===== config.mk =====
export PLATFORM = sky130hd
export DESIGN_NAME = dac_frame_sequencer_flat
export DESIGN_NICKNAME = d
export VERILOG_FILES = /design/src/rtl/dac_frame_sequencer_if.sv /design/src/rtl/dac_frame_sequencer.sv /design/src/flat_wrapper.sv
export SDC_FILE = /design/constraint.sdc
export NUM_CORES = 1
export LEC_CHECK = 0
export BUFFER_PORTS_ARGS = -buffer_cell sky130_fd_sc_hd__buf_2
export CAP_MARGIN = 30
export CORE_MARGIN = 2
export CORE_UTILIZATION = 56
export CTS_CLUSTER_DIAMETER = 100
export DETAILED_ROUTE_END_ITERATION = 7
export MAX_ROUTING_LAYER = met4
export PLACE_DENSITY = 0.86
export REMOVE_ABC_BUFFERS = 1
export SYNTH_ARGS = -nofsm -noshare
export SYNTH_HDL_FRONTEND = slang
export SYNTH_SLANG_ARGS = --single-unit
export TNS_END_PERCENT = 20

===== constraint.sdc =====
create_clock -name CLK_50M -period 2.3 [get_ports CLK_50M]
set_input_delay 0.23 -clock CLK_50M [delete_from_list [all_inputs] [get_ports CLK_50M]]
set_output_delay 0.23 -clock CLK_50M [all_outputs]
set_load 0.01 [all_outputs]

===== src/rtl/dac_frame_sequencer_if.sv =====
// DAC driver handshake bundle between the frame sequencer and the DAC70004 serial driver.
//   DAC_WE    one-cycle frame strobe, sequencer -> driver
//   DAC_DATA  32-bit frame, sequencer -> driver
//   DAC_BUSY  frame in progress, driver -> sequencer
// master: sequencer side; slave: driver side.
interface dac_frame_sequencer_if;
    logic        DAC_WE;
    logic [31:0] DAC_DATA;
    logic        DAC_BUSY;

    modport master (
        output DAC_WE,
        output DAC_DATA,
        input  DAC_BUSY
    );

    modport slave (
        input  DAC_WE,
        input  DAC_DATA,
        output DAC_BUSY
    );
endinterface


===== src/rtl/dac_frame_sequencer.sv =====
// Upstream command stage for the DAC70004 serial driver.
// Keeps a 16-bit shadow code and a dirty flag per channel (4 channels) and sends
// write-and-update frames {4'b0, CMD_WR_UPD, 2'b00, ch, code, 4'b0} one at a time over
// the DAC_WE / DAC_DATA / DAC_BUSY handshake, lowest dirty channel first.
//
// Ports:
//   CLK_50M      system clock, rising edge
//   RST          synchronous active-high reset
//   CH_WE/CH_ADDR/CH_DATA  shadow write (sets the channel dirty)
//   UPDATE       pulse, arms a flush of all dirty channels
//   AUTO_UPDATE  level, send dirty channels without UPDATE
//   REFRESH_ALL  pulse, marks all channels dirty
//   dac          driver handshake (master modport)
//   SEQ_BUSY     not idle, or a flush is armed
//   DIRTY        per-channel dirty flags
//   FRAME_CNT    frames issued (wrapping)
//   TIMEOUT_ERR  sticky: driver never raised DAC_BUSY after a strobe
//
// Build option: define DAC_SEQ_INIT_EN to send INIT_FRAME once after every reset
// before normal operation.
module dac_frame_sequencer #(
    parameter logic [3:0]  CMD_WR_UPD   = 4'h3,
`ifdef DAC_SEQ_INIT_EN
    parameter logic [31:0] INIT_FRAME   = 32'h0900_0000,
`endif
    parameter int unsigned BUSY_TIMEOUT = 255
) (
    input  logic                         CLK_50M,
    input  logic                         RST,
    input  logic                         CH_WE,
    input  logic [1:0]                   CH_ADDR,
    input  logic [15:0]                  CH_DATA,
    input  logic                         UPDATE,
    input  logic                         AUTO_UPDATE,
    input  logic                         REFRESH_ALL,
    dac_frame_sequencer_if.master        dac,
    output logic                         SEQ_BUSY,
    output logic [3:0]                   DIRTY,
    output logic [15:0]                  FRAME_CNT,
    output logic                         TIMEOUT_ERR
);

    // Counter only has to reach BUSY_TIMEOUT-1.
    localparam int unsigned WaitW = (BUSY_TIMEOUT > 1) ? $clog2(BUSY_TIMEOUT) : 1;

    typedef enum logic [2:0] {
`ifdef DAC_SEQ_INIT_EN
        StInit,
`endif
        StIdle,
        StIssue,
        StWaitHi,
        StWaitLo
    } state_e;

`ifdef DAC_SEQ_INIT_EN
    localparam state_e RstState = StInit;
`else
    localparam state_e RstState = StIdle;
`endif

    state_e             state_q, state_d;
    logic [15:0]        shadow_q [4];
    logic [15:0]        shadow_d [4];
    logic [3:0]         dirty_q, dirty_d;
    logic               flush_q, flush_d;
    logic [1:0]         ch_q, ch_d;
    logic               dac_we_q, dac_we_d;
    logic [31:0]        dac_data_q, dac_data_d;
    logic [15:0]        frame_cnt_q, frame_cnt_d;
    logic               timeout_q, timeout_d;
    logic [WaitW-1:0]   wait_cnt_q, wait_cnt_d;
    logic               seq_busy_q, seq_busy_d;
    logic [1:0]         low_ch;
    logic               issue_init;
`ifdef DAC_SEQ_INIT_EN
    logic               is_init_q, is_init_d;
`endif

    // Lowest-index dirty channel.
    always_comb begin
        low_ch = 2'd0;
        for (int i = 3; i >= 0; i--) begin
            if (dirty_q[i]) low_ch = 2'(i);
        end
    end

`ifdef DAC_SEQ_INIT_EN
    assign issue_init = is_init_q;
`else
    assign issue_init = 1'b0;
`endif

    always_comb begin
        state_d     = state_q;
        shadow_d    = shadow_q;
        dirty_d     = dirty_q;
        flush_d     = flush_q;
        ch_d        = ch_q;
        dac_we_d    = 1'b0;
        dac_data_d  = dac_data_q;
        frame_cnt_d = frame_cnt_q;
        timeout_d   = timeout_q;
        wait_cnt_d  = wait_cnt_q;
`ifdef DAC_SEQ_INIT_EN
        is_init_d   = is_init_q;
`endif

        unique case (state_q)
`ifdef DAC_SEQ_INIT_EN
            StInit: begin
                if (!dac.DAC_BUSY) begin
                    state_d   = StIssue;
                    is_init_d = 1'b1;
                end
            end
`endif
            StIdle: begin
                if ((dirty_q != 4'd0) && !dac.DAC_BUSY && (flush_q || AUTO_UPDATE)) begin
                    state_d = StIssue;
                    ch_d    = low_ch;
                end
            end
            StIssue: begin
                dac_we_d    = 1'b1;
                dac_data_d  = {4'b0, CMD_WR_UPD, 2'b00, ch_q, shadow_q[ch_q], 4'b0};
                frame_cnt_d = frame_cnt_q + 16'd1;
                wait_cnt_d  = '0;
                state_d     = StWaitHi;
                if (!issue_init) dirty_d[ch_q] = 1'b0;
`ifdef DAC_SEQ_INIT_EN
                if (is_init_q) dac_data_d = INIT_FRAME;
                is_init_d = 1'b0;
`endif
            end
            StWaitHi: begin
                if (dac.DAC_BUSY) begin
                    state_d = StWaitLo;
                end else if (wait_cnt_q == WaitW'(BUSY_TIMEOUT - 1)) begin
                    // Frame is dropped; the channel is deliberately not re-marked dirty.
                    timeout_d = 1'b1;
                    state_d   = StIdle;
                end else begin
                    wait_cnt_d = wait_cnt_q + 1'b1;
                end
            end
            StWaitLo: begin
                if (!dac.DAC_BUSY) state_d = StIdle;
            end
            default: state_d = RstState;
        endcase

        // Applied after the ISSUE clear so a same-cycle write to that channel wins.
        if (REFRESH_ALL) dirty_d = 4'hF;
        if (CH_WE) begin
            shadow_d[CH_ADDR] = CH_DATA;
            dirty_d[CH_ADDR]  = 1'b1;
        end

        if ((state_q == StIdle) && (dirty_q == 4'd0)) flush_d = 1'b0;
        if (UPDATE) flush_d = 1'b1;

        seq_busy_d = (state_d != StIdle) || flush_d;
    end

    always_ff @(posedge CLK_50M) begin
        if (RST) begin
            state_q     <= RstState;
            for (int i = 0; i < 4; i++) shadow_q[i] <= '0;
            dirty_q     <= '0;
            flush_q     <= 1'b0;
            ch_q        <= '0;
            dac_we_q    <= 1'b0;
            dac_data_q  <= '0;
            frame_cnt_q <= '0;
            timeout_q   <= 1'b0;
            wait_cnt_q  <= '0;
            seq_busy_q  <= 1'b0;
`ifdef DAC_SEQ_INIT_EN
            is_init_q   <= 1'b0;
`endif
        end else begin
            state_q     <= state_d;
            for (int i = 0; i < 4; i++) shadow_q[i] <= shadow_d[i];
            dirty_q     <= dirty_d;
            flush_q     <= flush_d;
            ch_q        <= ch_d;
            dac_we_q    <= dac_we_d;
            dac_data_q  <= dac_data_d;
            frame_cnt_q <= frame_cnt_d;
            timeout_q   <= timeout_d;
            wait_cnt_q  <= wait_cnt_d;
            seq_busy_q  <= seq_busy_d;
`ifdef DAC_SEQ_INIT_EN
            is_init_q   <= is_init_d;
`endif
        end
    end

    // Strobe is masked while RST is high so a pending pulse never reaches the driver.
    assign dac.DAC_WE   = dac_we_q & ~RST;
    assign dac.DAC_DATA = dac_data_q;
    assign SEQ_BUSY     = seq_busy_q;
    assign DIRTY        = dirty_q;
    assign FRAME_CNT    = frame_cnt_q;
    assign TIMEOUT_ERR  = timeout_q;

endmodule


===== src/flat_wrapper.sv =====
// flat-port wrapper written by rule: the top's interface ports become plain ports
module dac_frame_sequencer_flat 
#(
    parameter logic [3:0]  CMD_WR_UPD   = 4'h3,

    parameter int unsigned BUSY_TIMEOUT = 255
)
  (CLK_50M, RST, CH_WE, CH_ADDR, CH_DATA, UPDATE, AUTO_UPDATE, REFRESH_ALL, SEQ_BUSY, DIRTY, FRAME_CNT, TIMEOUT_ERR, dac_DAC_WE, dac_DAC_DATA, dac_DAC_BUSY);
  dac_frame_sequencer_if dac_i ();
  input  logic CLK_50M;
  input  logic RST;
  input  logic CH_WE;
  input  logic [1:0] CH_ADDR;
  input  logic [15:0] CH_DATA;
  input  logic UPDATE;
  input  logic AUTO_UPDATE;
  input  logic REFRESH_ALL;
  output logic SEQ_BUSY;
  output logic [3:0] DIRTY;
  output logic [15:0] FRAME_CNT;
  output logic TIMEOUT_ERR;
  output wire logic [$bits(dac_i.DAC_WE)-1:0] dac_DAC_WE;
  output wire logic [$bits(dac_i.DAC_DATA)-1:0] dac_DAC_DATA;
  input wire logic [$bits(dac_i.DAC_BUSY)-1:0] dac_DAC_BUSY;
  assign dac_DAC_WE = dac_i.DAC_WE;
  assign dac_DAC_DATA = dac_i.DAC_DATA;
  assign dac_i.DAC_BUSY = dac_DAC_BUSY;
  dac_frame_sequencer #(.CMD_WR_UPD(CMD_WR_UPD), .BUSY_TIMEOUT(BUSY_TIMEOUT)) u_core (.CLK_50M(CLK_50M), .RST(RST), .CH_WE(CH_WE), .CH_ADDR(CH_ADDR), .CH_DATA(CH_DATA), .UPDATE(UPDATE), .AUTO_UPDATE(AUTO_UPDATE), .REFRESH_ALL(REFRESH_ALL), .dac(dac_i), .SEQ_BUSY(SEQ_BUSY), .DIRTY(DIRTY), .FRAME_CNT(FRAME_CNT), .TIMEOUT_ERR(TIMEOUT_ERR));
endmodule

Word-level counts from Yosys, hierarchy flattened --
Index checks and enable logic that the tools add are counted.
Operators by class: equality and inequality tests 6, bitwise logic cells 8, multiplexer cells 28, reduce and logical (&&, ||, !) cells 17, $lt $le $gt $ge 7, add/subtract/negate cells 2
Operator list (count):
- bitwise mux 64 bit | 1
- 2-to-1 mux 16 bit | 3
- binary-select mux 16 bit (select 2 bit) | 1
- demux 16 bit (select 2 bit) | 1
- adder 16 x 1 -> 16 bit (second input constant) | 1
- 2-to-1 mux 8 bit | 2
- one-hot mux 8 bit (2 select lines) | 1
- 2-to-1 mux 3 bit | 4
- 2-to-1 mux 4 bit | 3
- one-hot mux 3 bit (4 select lines) | 1
- adder 8 x 1 -> 8 bit (second input constant) | 1
- == test 8 bit (second input constant) | 1
- 2-to-1 mux 2 bit | 4
- == test 3 x 2 -> 1 bit (second input constant) | 2
- >= comparator 3 bit (second input constant) | 2
- logical AND 1 bit | 6
- less-than comparator 2 x 3 -> 1 bit (second input constant) | 2
- NOT 2 -> 3 bit | 2
- AND reduction 3 bit | 2
- 2-to-1 mux 1 bit | 5
- AND 4 bit | 1
- demux 1 bit (select 2 bit) | 2
- >= comparator 2 x 1 -> 1 bit (second input constant) | 2
- zero test 4 bit | 1
- 14 further kinds | 17
Storage, ports and cells: logic and storage cells 82, bits of input ports 25, output and inout bits 55, flip-flop bits (word level) 120

Longest topological paths before layout --
Gate-level depths: netlist (run 1).
depth after elaboration 10, gate-level depth with buffers 6, gate-level depth less buffers 6

Worst setup path after synthesis (run 1) --
Ideal clock, no wire load.
kind reg-to-reg, start reg u_core.frame_cnt_q[0], in the netlist u_core.FRAME_CNT[0], end reg u_core.frame_cnt_q[14], in the netlist u_core.FRAME_CNT[14], data arrival time 1.746 ns, path slack 0.484 ns, setup time 0.070 ns, required time 2.230 ns, stages on the path, launching flop included 6, path buffers 0, period minus slack after synthesis 1.816 ns, path through dfxtp_1 ha_1 nand4bb_2 or2_4 or4_1 a21oi_1
On the way: cells in the longest elaborated chain, start to end 1
RTL lines:
- start: declaration | line dac_frame_sequencer.sv:70 | logic [15:0] frame_cnt_q, frame_cnt_d;
- start signal: assignment | line dac_frame_sequencer.sv:190 | frame_cnt_q <= frame_cnt_d;
- adder 16 x 1 -> 16 bit | line dac_frame_sequencer.sv:127 | frame_cnt_d = frame_cnt_q + 16'd1;
No other way between the ends. A chain may end at the register's enable or synchronous reset.

Worst setup path in the final report (run 1) --
Ends and elaborated chain as after synthesis.

==> results.ini, run 1 <==
[floorplan]
die_y_um=98.8
start_util=0.577
ios=80
fp-row-count=34
dieArea_mm2=0.00977
chipWidth_um=98.8
core_area_mm2=0.00872

[setup_path]
cpPeakStageDelay_ns=0.51
crit_path_top_delay_cell=or4_1
worstPathMaxFanout=5
startpoint_type=register
crit_type=reg -> reg
worst-path-buf-inv=0
end_kind=register
arrival_ns=2.36
crit_chain=ha_1 -> nand4bb_2 -> or2_4 -> or4_1 -> a21oi_1
critical_path.top_delay_family=simple AND/OR/NAND/NOR gates
cp.required_ns=2.74

[yosys]
synth.top_cell.area_share=0.477
yosys_most_used_dff=dfxtp_1
synthArstFlopShare=0
synth_warnings=0
netlist_top_cells_count=177 x nand2_1, 120 x dfxtp_1, 94 x a21oi_1
ys_ff_latch=120
synth-edff-count=0
yosys.area.top_type=dfxtp_1
avgSynthCellArea_um2=8.59
synth.cell_area_mm2=0.00503
synth_cell_types=52
ys_seq_area_frac=0.477
synthTopCellsByArea=dfxtp_1 48%, nand2_1 13%, a21oi_1 9.3%
synthCells=586
yosysMostFrequentCell=nand2_1

[finish]
areaGrowthSynthToFinish_pct=22.8
nets=694
diodes=0
multi_input_area_mm2=0.00242
register_area_mm2=0.00240
final_design_area_no_fill_mm2=0.00618
fillers=656
drive_gt1_frac=0.208

[placement]
routabilityCongestion=0.859
portBuffers=67
dpl_cell_area_mm2=0.00543
dpl_worst_slack_ns=0.452
dp_hpwl_um=7490

[power_and_ir_drop]
p_leak_nw=2.35
p_per_area_mw_per_mm2=819
peakVddDrop_mv=0.615

[sta]
fin_crit_sh=0.834
fmax_mhz=521
clock_skew_ns=0.00882
totalNegativeSetupSlack_ns=0
tightest_slew_ns=0.626
finalWorstPathRequiredPeriod_ns=1.92
drv_slew=0
finalWorstSetupSlack_ns=0.382
finalSetupViolations=0
slew_headroom=0.579
hold_viol=0
rsz0062_at_grt=no

[routing]
drtAntennaViolNets=0
vias_per_cell=5.74
route.detailed.drc=0
vias=4521
wire_per_inst_um=15.9
first_pass_iters=7
drtIter0Drc=240
drt_wl_total_um=12500

[grt]
grt_first_pass_wirelength_um=20400
grt_usage=0.267
antenna_found_initial=0
grt_overflow=0
grt_pass1_vias=4416
grt_max_degree=88

[clock_tree]
insertion_delay_ns=0.51
cts_resized=0
path_clk_slew_ns=0.05
cts.sinks=120
postCtsSetupBuffers=0
cts_buffers=17
cts-root-buf=clkbuf_8
tritoncts=done
cts_buffer_depth=2
htree_levels=4

[worst_hold_path]
hp-class=in -> reg

[job]
maxCapViolations=0

[run_status]
outcome=finished clean

## worst register-to-register path, delay by kind of cell, from the launching register on
kind | cells | cell delay (ns)
AND/OR/NAND/NOR | 3 | 1.03
flip-flops | 1 | 0.44
adder cells (fa/ha/maj) | 1 | 0.23
AO/OA/AOI/OAI | 1 | 0.15
## flip-flops by register name, summed over array words and instances, names as in the netlist
name and cells:
u_core.flush_q 1, u_core.wait_cnt_q 8, u_core.shadow_q 64, u_core.TIMEOUT_ERR 1, u_core.SEQ_BUSY 1, u_core.FRAME_CNT 16
u_core.ch_q 2, u_core.state_q 3, u_core.dac.DAC_DATA 19, u_core.DIRTY 4, u_core.dac_we_q 1
## worst paths after layout
path / startpoint / to / slack, ns / depth (start not counted)
hold / removal: CH_DATA[11] / u_core.shadow_q[11] / 0.01 / 3
setup reg to reg: u_core.FRAME_CNT[0] / u_core.FRAME_CNT[14] / 0.38 / 5
setup / recovery: u_core.FRAME_CNT[0] / u_core.FRAME_CNT[14] / 0.38 / 5
hold reg to reg: u_core.dac.DAC_DATA[10] / u_core.dac.DAC_DATA[10] / 0.45 / 2
## kinds of logic after synthesis
| logic type | Yosys count | synth area share |
|---|---|---|
| compound gates | 118 | 0.130 |
| xor+xnor | 15 | 0.0261 |
| fa+ha+maj | 3 | 0.00746 |
| buf+inv | 54 | 0.0537 |
| flops | 120 | 0.477 |
| mux | 16 | 0.0716 |
| other cells | 1 | 0.000745 |
| simple gates | 259 | 0.233 |
## layer usage
metal  part of all wire  track usage
met5                  0            -
met4              0.018       0.0969
met3              0.081       0.0667
met2               0.52        0.454
met1               0.38        0.307
## layout make-up
cell class                      count  share of cell area
Tap cell                          108              0.0219
Timing Repair Buffer               97               0.100
Sequential cell                   120               0.389
Clock inverter                     12              0.0245
Clock buffer                       20              0.0704
Multi-Input combinational cell    424               0.391
Inverter                            6             0.00364
## report_power, final
group	switching, mW	internal [mW]	leakage, nW	total (mW)
Combinational	0.180	0.123	1.10	0.303
Clock	0.921	1.67	0.273	2.59
Sequential	0.0362	2.13	0.974	2.17
Total	1.14	3.93	2.35	5.06
## repair_timing
item / CTS / global route
hold endpoints to repair: 48 / 0
hold buffers: 17 / 0
endpoints found under the setup margin: 0 / 0
## layout by cell type, fill, tap and decap left out, drive strengths merged, types with 3 or more instances in the layout
| master | Yosys | final |
|---|---|---|
| inv | 6 | 6 |
| o31ai | 5 | 5 |
| nor4 | 4 | 4 |
| dlygate4sd3 | 0 | 17 |
| clkinv | 0 | 4 |
| buf | 18 | 80 |
| clkbuf | 29 | 20 |
| mux4 | 16 | 16 |
| and3 | 3 | 3 |
| or4 | 4 | 4 |
| nand4 | 6 | 6 |
| or2 | 3 | 3 |
| ha | 3 | 3 |
| conb | 1 | 13 |
| nand3 | 8 | 8 |
| nand2 | 177 | 177 |
| a21oi | 94 | 94 |
| bufinv | 0 | 3 |
| nor2 | 28 | 28 |
| dfxtp | 120 | 120 |
| xnor2 | 8 | 8 |
| nor3 | 5 | 5 |
| clkinvlp | 0 | 5 |
| xor2 | 7 | 7 |
| o211ai | 3 | 3 |
| o21ai | 5 | 5 |
| or3 | 5 | 5 |
## through the flow
step | power [mW] | hold WS, ns | utilization | std cells
after floorplan | 2.34 | 0.299 | - | 550
after global placement | 2.47 | 0.438 | 0.622 | 738
after detailed placement | 2.48 | 0.445 | 0.622 | 738
after CTS | 5.08 | 0.0000716 | 0.709 | 787
after global routing | 5.21 | 0.0246 | 0.709 | 787
final | 5.06 | 0.0127 | 0.709 | 787
No activity file was read; power rests on OpenSTA's default activity.
==> inputs of run 2 (changes only) <==
==> constraint.sdc (replaced) <==
create_clock -name CLK_50M -period 2 [get_ports CLK_50M]
set_input_delay 0.2 -clock CLK_50M [delete_from_list [all_inputs] [get_ports CLK_50M]]
set_output_delay 0.2 -clock CLK_50M [all_outputs]
set_load 0.01 [all_outputs]
==> run 2 against run 1 <==
Sequential share of layout area is 0.56 points lower; clock power increased by 21%; fmax grew 1.7%; hold slack improved by 0.032 ns; utilization up 1.0 points; largest cell class unchanged; highest routed layer unchanged.
==> results.ini, run 2 (synthesis results as in run 1) <==
[run_status]
outcome=finished clean

[routing]
highest_layer=met4
routed-wl-met3_um=948
wl_met1_um=5160
vias=4539
drt_wl_total_um=12700
vias_per_cell=5.72
first_pass_iters=5
route.detailed.drc=0
wl_met2_um=6480
drtIter0Drc=379
wire_per_inst_um=16.0
drtAntennaViolNets=0

[sta]
tightest_slew_ns=0.545
fin_crit_sh=0.943
whs_ns=0.0450
clock_skew_ns=0.0105
rsz0062_at_grt=no
fmax_mhz=530
slew_headroom=0.636
finalSetupViolations=0
finalWorstPathRequiredPeriod_ns=1.89
drv_slew=0
hold_viol=0

[finish]
nets=700
final_cells=794
final_common_cell=nand2_1
largest_reg_flops=64
areaGrowthSynthToFinish_pct=24.6
layout_common_cells=177 x nand2_1, 120 x dfxtp_1, 94 x a21oi_1
fillers=611
top_register=u_core.shadow_q
drive_gt1_frac=0.216
multi_input_area_mm2=0.00242
register_area_mm2=0.00240

[power_and_ir_drop]
peakVddDrop_mv=0.623
p_per_area_mw_per_mm2=953
p_leak_nw=2.41

[setup_path]
startpoint_type=register
end_kind=register
worstPathMaxFanout=5
crit_start=u_core.FRAME_CNT[1]
cp.required_ns=2.45
crit_type=reg -> reg
arrival_ns=2.33
reg2reg_from=u_core.FRAME_CNT[1]

[clock_tree]
htree_levels=4
cts.sinks=120
insertion_delay_ns=0.52
cts_resized=0
path_clk_slew_ns=0.06
cts-root-buf=clkbuf_8
tritoncts=done
cts_buffers=17
cts_buffer_depth=2

[grt]
grt_overflow=0
antenna_found_initial=0
grt_pass1_vias=4371
grt_usage=0.270
grt_first_pass_wirelength_um=20500
grt_max_degree=88

[placement]
dp_hpwl_um=7620
routabilityCongestion=0.879
portBuffers=67
dp_cells=743

[floorplan]
start_util=0.577
fp-row-count=34
core_area_mm2=0.00872
dieArea_mm2=0.00977
chipWidth_um=98.8
ios=80
die_y_um=98.8

[job]
maxCapViolations=0

[worst_hold_path]
hold_start=RST
hp-class=in -> reg

-- run 2: layer usage --
layer  track usage  vias to the layer above
li1              -                     2148
met1         0.324                     2186
met2         0.449                      192
met3        0.0780                       13
met4        0.0685                        0
met5             -                        -
-- run 2: repair_timing --
item,CTS,global route
setup buffers,0,0
hold buffers,18,0
endpoints found under the hold margin,66,0
-- run 2: stage by stage --
stage          cell area, um2  setup TNS (ns)  utilization  setup slack, ns  total power, mW
2_1_floorplan            4830           -6.34            -           -0.484             2.70
6_report                 6270               0        0.719            0.114             5.98
5_1_grt                  6270               0        0.719          0.00219             6.13
3_3_place_gp             5480               0        0.628            0.197             2.85
3_5_place_dp             5480               0        0.628            0.148             2.86
4_1_cts                  6270               0        0.719            0.117             5.99
-- run 2: area by class of cell --
| class | instances | area share |
|---|---|---|
| flip-flops and latches | 120 | 0.383 |
| repair buffers | 103 | 0.108 |
| inverters | 6 | 0.00359 |
| diodes | 1 | 0.000399 |
| multi-input cells | 424 | 0.385 |
| clock inverters | 14 | 0.0297 |
| well taps | 108 | 0.0215 |
| clock buffers | 18 | 0.0682 |
-- run 2: critical path: stages, from the launching register on --
cell,delay [ns]
dfxtp_1,0.42
ha_1,0.23
nand4bb_2,0.21
or2_4,0.32
or4_1,0.50
a21oi_1,0.14
-- run 2: path summary, 6_finish.rpt --
check / depth (start not counted) / end / slack [ns]
max: 5 / u_core.FRAME_CNT[14] / 0.11
min: 2 / u_core.FRAME_CNT[4] / 0.04
max reg2reg: 5 / u_core.FRAME_CNT[14] / 0.11
min reg2reg: 2 / u_core.shadow_q[14] / 0.45
-- run 2: power by group --
part           internal, mW  switching [mW]  leakage [nW]
Combinational         0.148           0.206          1.14
Sequential             2.45          0.0428         0.974
Clock                  1.96            1.17         0.302
